[src/rtl/cpu_ctrl_pkg.sv]
// Shared types and constants for the pipeline control logic of the 5-stage CPU.
package cpu_ctrl_pkg;

    typedef enum logic [1:0] {
        RUN      = 2'd0,
        MEM_WAIT = 2'd1,
        ERR      = 2'd2
    } ctrl_state_t;

    localparam logic [1:0] PC_SEQ = 2'd0;
    localparam logic [1:0] PC_JMP = 2'd1;
    localparam logic [1:0] PC_BR  = 2'd2;

    localparam logic [4:0] REG_ZERO = 5'd0;

endpackage

[src/rtl/sat_counter.sv]
// Event counter that sticks at all-ones instead of wrapping.
module sat_counter #(
    parameter int W = 16
) (
    input  logic         clk,
    input  logic         rst_n,
    input  logic         inc,
    input  logic         clear,
    output logic [W-1:0] cnt
);

    always_ff @(posedge clk or negedge rst_n) begin
        if (!rst_n)
            cnt <= '0;
        else if (clear)
            cnt <= '0;
        else if (inc && (cnt != '1))
            cnt <= cnt + 1'b1;
    end

endmodule

[src/rtl/pipeline_hazard_ctrl.sv]
// Hazard/sequencing controller: load-use stalls, branch/jump flushes, next-PC
// select, and a whole-pipeline freeze while data memory has not acknowledged.
module pipeline_hazard_ctrl
    import cpu_ctrl_pkg::*;
#(
    parameter int CNT_W    = 16,
    parameter int MAX_WAIT = 64,
    parameter int WAIT_W   = 7
) (
    input  logic             CLK,
    input  logic             reset,
    input  logic [4:0]       ID_Rs,
    input  logic [4:0]       ID_Rt,
    input  logic             ID_UsesRt,
    input  logic             Jump,
    input  logic             Branch,
    input  logic             EXE_MemtoReg,
    input  logic             EXE_RegWr,
    input  logic [4:0]       EXE_Rw,
    input  logic             MEM_MemWr,
    input  logic             MEM_MemtoReg,
    input  logic             mem_ack,
    output logic [1:0]       pc_sel,
    output logic             stall_pc,
    output logic             stall_IF_ID,
    output logic             flush_IF_ID,
    output logic             flush_ID_EXE,
    output logic             hold_all,
    output logic             err,
    output logic [CNT_W-1:0] stall_cnt,
    output logic [CNT_W-1:0] flush_cnt
);

    ctrl_state_t       state, state_nxt;
    logic [WAIT_W-1:0] wait_cnt, wait_nxt;
    logic              mem_req, lu, freeze, resolve;

    assign mem_req = MEM_MemWr | MEM_MemtoReg;
    assign lu = EXE_MemtoReg & EXE_RegWr & (EXE_Rw != REG_ZERO) &
                ((EXE_Rw == ID_Rs) | (ID_UsesRt & (EXE_Rw == ID_Rt)));

    always_ff @(posedge CLK or negedge reset) begin
        if (!reset) begin
            state    <= RUN;
            wait_cnt <= '0;
        end else begin
            state    <= state_nxt;
            wait_cnt <= wait_nxt;
        end
    end

    // Sequencing: decide whether this cycle freezes or resolves hazards.
    always_comb begin
        state_nxt = state;
        wait_nxt  = wait_cnt;
        freeze    = 1'b0;
        resolve   = 1'b0;
        case (state)
            RUN: begin
                if (mem_req && !mem_ack) begin
                    freeze    = 1'b1;
                    wait_nxt  = WAIT_W'(1);
                    state_nxt = (MAX_WAIT <= 1) ? ERR : MEM_WAIT;
                end else begin
                    resolve = 1'b1;
                end
            end
            MEM_WAIT: begin
                if (mem_ack) begin
                    resolve   = 1'b1;
                    state_nxt = RUN;
                    wait_nxt  = '0;
                end else begin
                    freeze   = 1'b1;
                    wait_nxt = wait_cnt + 1'b1;
                    if (wait_nxt >= WAIT_W'(MAX_WAIT))
                        state_nxt = ERR;
                end
            end
            ERR: freeze = 1'b1;
            default: begin
                freeze    = 1'b1;
                state_nxt = RUN;
                wait_nxt  = '0;
            end
        endcase
    end

    // Branch outranks load-use and jump: the ID instruction is on the wrong path.
    always_comb begin
        pc_sel       = PC_SEQ;
        stall_pc     = 1'b0;
        stall_IF_ID  = 1'b0;
        flush_IF_ID  = 1'b0;
        flush_ID_EXE = 1'b0;
        hold_all     = 1'b0;
        if (freeze) begin
            stall_pc    = 1'b1;
            stall_IF_ID = 1'b1;
            hold_all    = 1'b1;
        end else if (resolve) begin
            if (Branch) begin
                pc_sel       = PC_BR;
                flush_IF_ID  = 1'b1;
                flush_ID_EXE = 1'b1;
            end else if (lu) begin
                stall_pc     = 1'b1;
                stall_IF_ID  = 1'b1;
                flush_ID_EXE = 1'b1;
            end else if (Jump) begin
                pc_sel      = PC_JMP;
                flush_IF_ID = 1'b1;
            end
        end
    end

    assign err = (state == ERR);

    sat_counter #(.W(CNT_W)) u_stall_cnt (
        .clk   (CLK),
        .rst_n (reset),
        .inc   (stall_pc),
        .clear (1'b0),
        .cnt   (stall_cnt)
    );

    sat_counter #(.W(CNT_W)) u_flush_cnt (
        .clk   (CLK),
        .rst_n (reset),
        .inc   (flush_IF_ID | flush_ID_EXE),
        .clear (1'b0),
        .cnt   (flush_cnt)
    );

endmodule
[config.mk]
export PLATFORM = sky130hd
export DESIGN_NAME = pipeline_hazard_ctrl
export DESIGN_NICKNAME = d
export VERILOG_FILES = /design/src/rtl/cpu_ctrl_pkg.sv /design/src/rtl/sat_counter.sv /design/src/rtl/pipeline_hazard_ctrl.sv
export SDC_FILE = /design/constraint.sdc
export NUM_CORES = 1
export LEC_CHECK = 0
export CORE_UTILIZATION = 47
export CTS_CLUSTER_SIZE = 16
export DETAILED_ROUTE_END_ITERATION = 10
export PLACE_DENSITY = 0.86
export SYNTH_ARGS = -nofsm -noshare
export SYNTH_HDL_FRONTEND = slang
export SYNTH_SLANG_ARGS = --single-unit
[constraint.sdc]
create_clock -name CLK -period 3.7 [get_ports CLK]
set_clock_uncertainty 0.15 [all_clocks]
set_input_delay 1.11 -clock CLK [delete_from_list [all_inputs] [get_ports CLK]]
set_output_delay 1.11 -clock CLK [all_outputs]
set_load 0.02 [all_outputs]
==> flow_metrics.tcl <==
set metrics [dict create \
    place.gp.congestion 0.856 \
    power.density_nw_per_um2 474 \
    yosys-top-cells-area "dfrtp_1, xnor2_1, nand3_1, nand2_1, nand4_1" \
    rsz0062_at_grt "true" \
    initial_core_util_pct 50.9 \
    relSlewSlack_pct 41.7 \
    final_layout_size_suffix_gt1_share_pct 18.4 \
    end_kind "primary output" \
    cts_tree "built" \
    p_sw_share_pct 33.8 \
    vias_per_cell 5.38 \
    placed_area_um2 2880 \
    comb_power_share_pct 32.6 \
    totalPowerFinal_w 0.00146 \
    synth_cell_types 35 \
    instances_no_fill 344 \
    die_x_um 69.0 \
    fmax_ghz 0.268 \
    violations "negative setup slack" \
    holdWs_ns 0.344 \
    dp_hpwl_um 3500 \
    p_seq_share_pct 42.6 \
    portBuffers 64 \
    core_region_area_um2 4140 \
    fin_crit_sh_pct 101 \
    p_leak_nw 1.37 \
    fin_ws_ns -0.0279 \
    placed_cells 330 \
    fin_area_um2 3080 \
    ys_ff_latch 41 \
    cts-root-buf "clkbuf_8" \
    die_h_um 69.0 \
    cpLargestDelayFamily "compound AO/OA/AOI/OAI gates" \
    grt_pass1_vias 1754 \
    area_growth_pct 45.9 \
    grt.total_usage_pct 23.0 \
    hold_viol_final 0 \
    setup_tns_ns -0.0546 \
    drt_iter0_drc 74 \
    critPathKind "in -> out" \
    yosysTopAreaCellShare_pct 48.7 \
    yosysWarnings 0 \
    vias 1849 \
    yosysTopAreaCell "dfrtp_1" \
    startpoint "EXE_Rw[2]" \
    worst_path_most_repeated_cell "buf_6" \
    grt_pass1_wl_um 8020 \
    htreeDepth 2 \
    setup_viol 2 \
    seq_area_frac_synth_pct 48.7 \
    hp-start "u_stall_cnt.cnt[9]" \
    drv_slew 0 \
    clk_path_buf_depth 2 \
    grt_overflow 0 \
    p_switching_w 0.000494 \
    reg2reg_from "u_flush_cnt.cnt[0]" \
    vdd_ir_drop_max_mv 0.355 \
    insertion_delay_ns 0.30 \
    rows 23 \
    crit_buf_inv 3 \
    worst_pin_slew_ns 0.874 \
    drt_wl_total_um 5040 \
    path_clk_slew_ns 0.08 \
    max-cap-violations 0 \
    post_drt_wl_per_cell_um 14.7 \
    synth_area_per_cell_um2 10.2 \
    worstHoldPathType "reg -> reg" \
    cp_cell_sequence "buf_6, or3_1, o311a_1, buf_4, a31o_4, buf_6" \
    grt_max_degree 42 \
    cp.required_ns 2.44 \
    firstDrtPassIters 4 \
    max_stage_delay_ns 0.38 \
    outcome "complete, but fails checks" \
    intPower_w 0.000966 \
    antennaDiodeCount 0 \
    synth.cell_area_um2 2110 \
    cp.arrival_ns 2.47 \
    postRouteAntennaNets 0 \
    syn_inst 206 \
    fin_crit_ns 3.73 \
    cp_slowest_cell "or3_1" \
    antenna_found_initial 0 \
    die-area_um2 4760 \
    layout_common_cells "dfrtp_1, clkdlybuf4s50_1, xnor2_1" \
    worstPathMaxFanout 3 \
    nets 321 \
    layout_commonest_cell "dfrtp_1" \
    worstSetupStartpointType "primary input" \
    numClockSinks 41 \
    clockPowerShare_pct 24.8 \
    numCtsBuffers 5 \
    drc 0 \
    synth_nets 234 \
    ios 65 \
]
## worst register-to-register path, cell delays in order (launching register included)
cell	delay, ns
dfrtp_1	0.45
ha_1	0.25
nand2_1	0.08
nor4_1	0.47
nand2_1	0.10
nand2_1	0.15
a21oi_2	0.08
buf_4	0.17
nand4_1	0.10
xnor2_1	0.12
## worst paths after layout
path	to	cells past startpoint	slack, ns
max in group asynchronous	u_flush_cnt.cnt[8]	1	2.08
min in group asynchronous	wait_cnt[6]	1	0.77
max reg2reg	u_flush_cnt.cnt[4]	9	1.50
min	u_stall_cnt.cnt[9]	1	0.34
min reg2reg	u_stall_cnt.cnt[9]	1	0.34
max	stall_IF_ID	6	-0.03
## cell usage after synthesis, drive strengths merged
cell,number
nand2,21
or3,1
nor3,1
dfrtp,41
or2,1
a32o,1
mux2,2
nor2,16
a2111oi,2
buf,3
a31o,1
xnor2,37
a21boi,1
and4,1
xor2,6
a21oi,6
nor2b,1
and3,9
o311a,1
nand3b,1
ha,3
o21ai,6
nor4,1
and2,3
o22ai,1
nand3,22
inv,5
o21bai,2
nand4,10
## what timing repair did
| item | 4_1_cts | 5_1_grt |
|---|---|---|
| gates resized for setup | 56 | 13 |
| endpoints found under the setup margin | 7 | 12 |
| pin swaps | 11 | 17 |
| hold endpoints to repair | 0 | 0 |
| buffers inserted | 6 | 0 |
| hold buffers | 0 | 0 |
## cell type report
| class | instances | area, um2 |
|---|---|---|
| Multi-Input combinational cell | 157 | 1080 |
| Fill cell | 304 | 1070 |
| Sequential cell | 41 | 1030 |
| Timing Repair Buffer | 83 | 774 |
| Clock buffer | 5 | 68.8 |
| Tap cell | 50 | 62.6 |
| Clock inverter | 3 | 46.3 |
| Inverter | 5 | 18.8 |
## per-layer routing
| metal | GRT usage, % | share of wire, % |
|---|---|---|
| met5 | 0 | 0 |
| met4 | 8.93 | 1.3 |
| met3 | 5.10 | 3.9 |
| met2 | 37.1 | 50 |
| met1 | 29.8 | 44 |
## registers in the layout, summed over array words and instances, names as in the netlist
name and flops:
state 2, u_flush_cnt.cnt 16, u_stall_cnt.cnt 16, wait_cnt 7
## logic make-up after synthesis
logic type	after synthesis	synth area share, %
muxes	2	1.07
and+or+nand+nor	88	21.1
xor gates and xnor gates	43	17.9
adders and majority gates	3	1.78
DFF	41	48.7
AOI/OAI and AO/OA	21	7.48
buffers and inverters	8	2.02
## per-stage QoR
stage	setup slack (ns)	utilization, %
floorplan	0.121	-
global placement	-0.728	69.5
detailed placement	-0.743	69.5
CTS	-0.0106	73.3
global route	-0.0331	74.2
finish	-0.0279	74.2
## power by group through the flow
| stage | Clock (W) | Sequential [W] | Combinational (W) |
|---|---|---|---|
| final | 0.000362 | 0.000622 | 0.000475 |
| after global routing | 0.000390 | 0.000637 | 0.000513 |
| after CTS | 0.000370 | 0.000620 | 0.000474 |
| after detailed placement | 0 | 0.000627 | 0.000473 |
| after global placement | 0 | 0.000625 | 0.000460 |
| after floorplan | 0 | 0.000695 | 0.000166 |
Note: power is estimated with default switching activity, not from simulation.
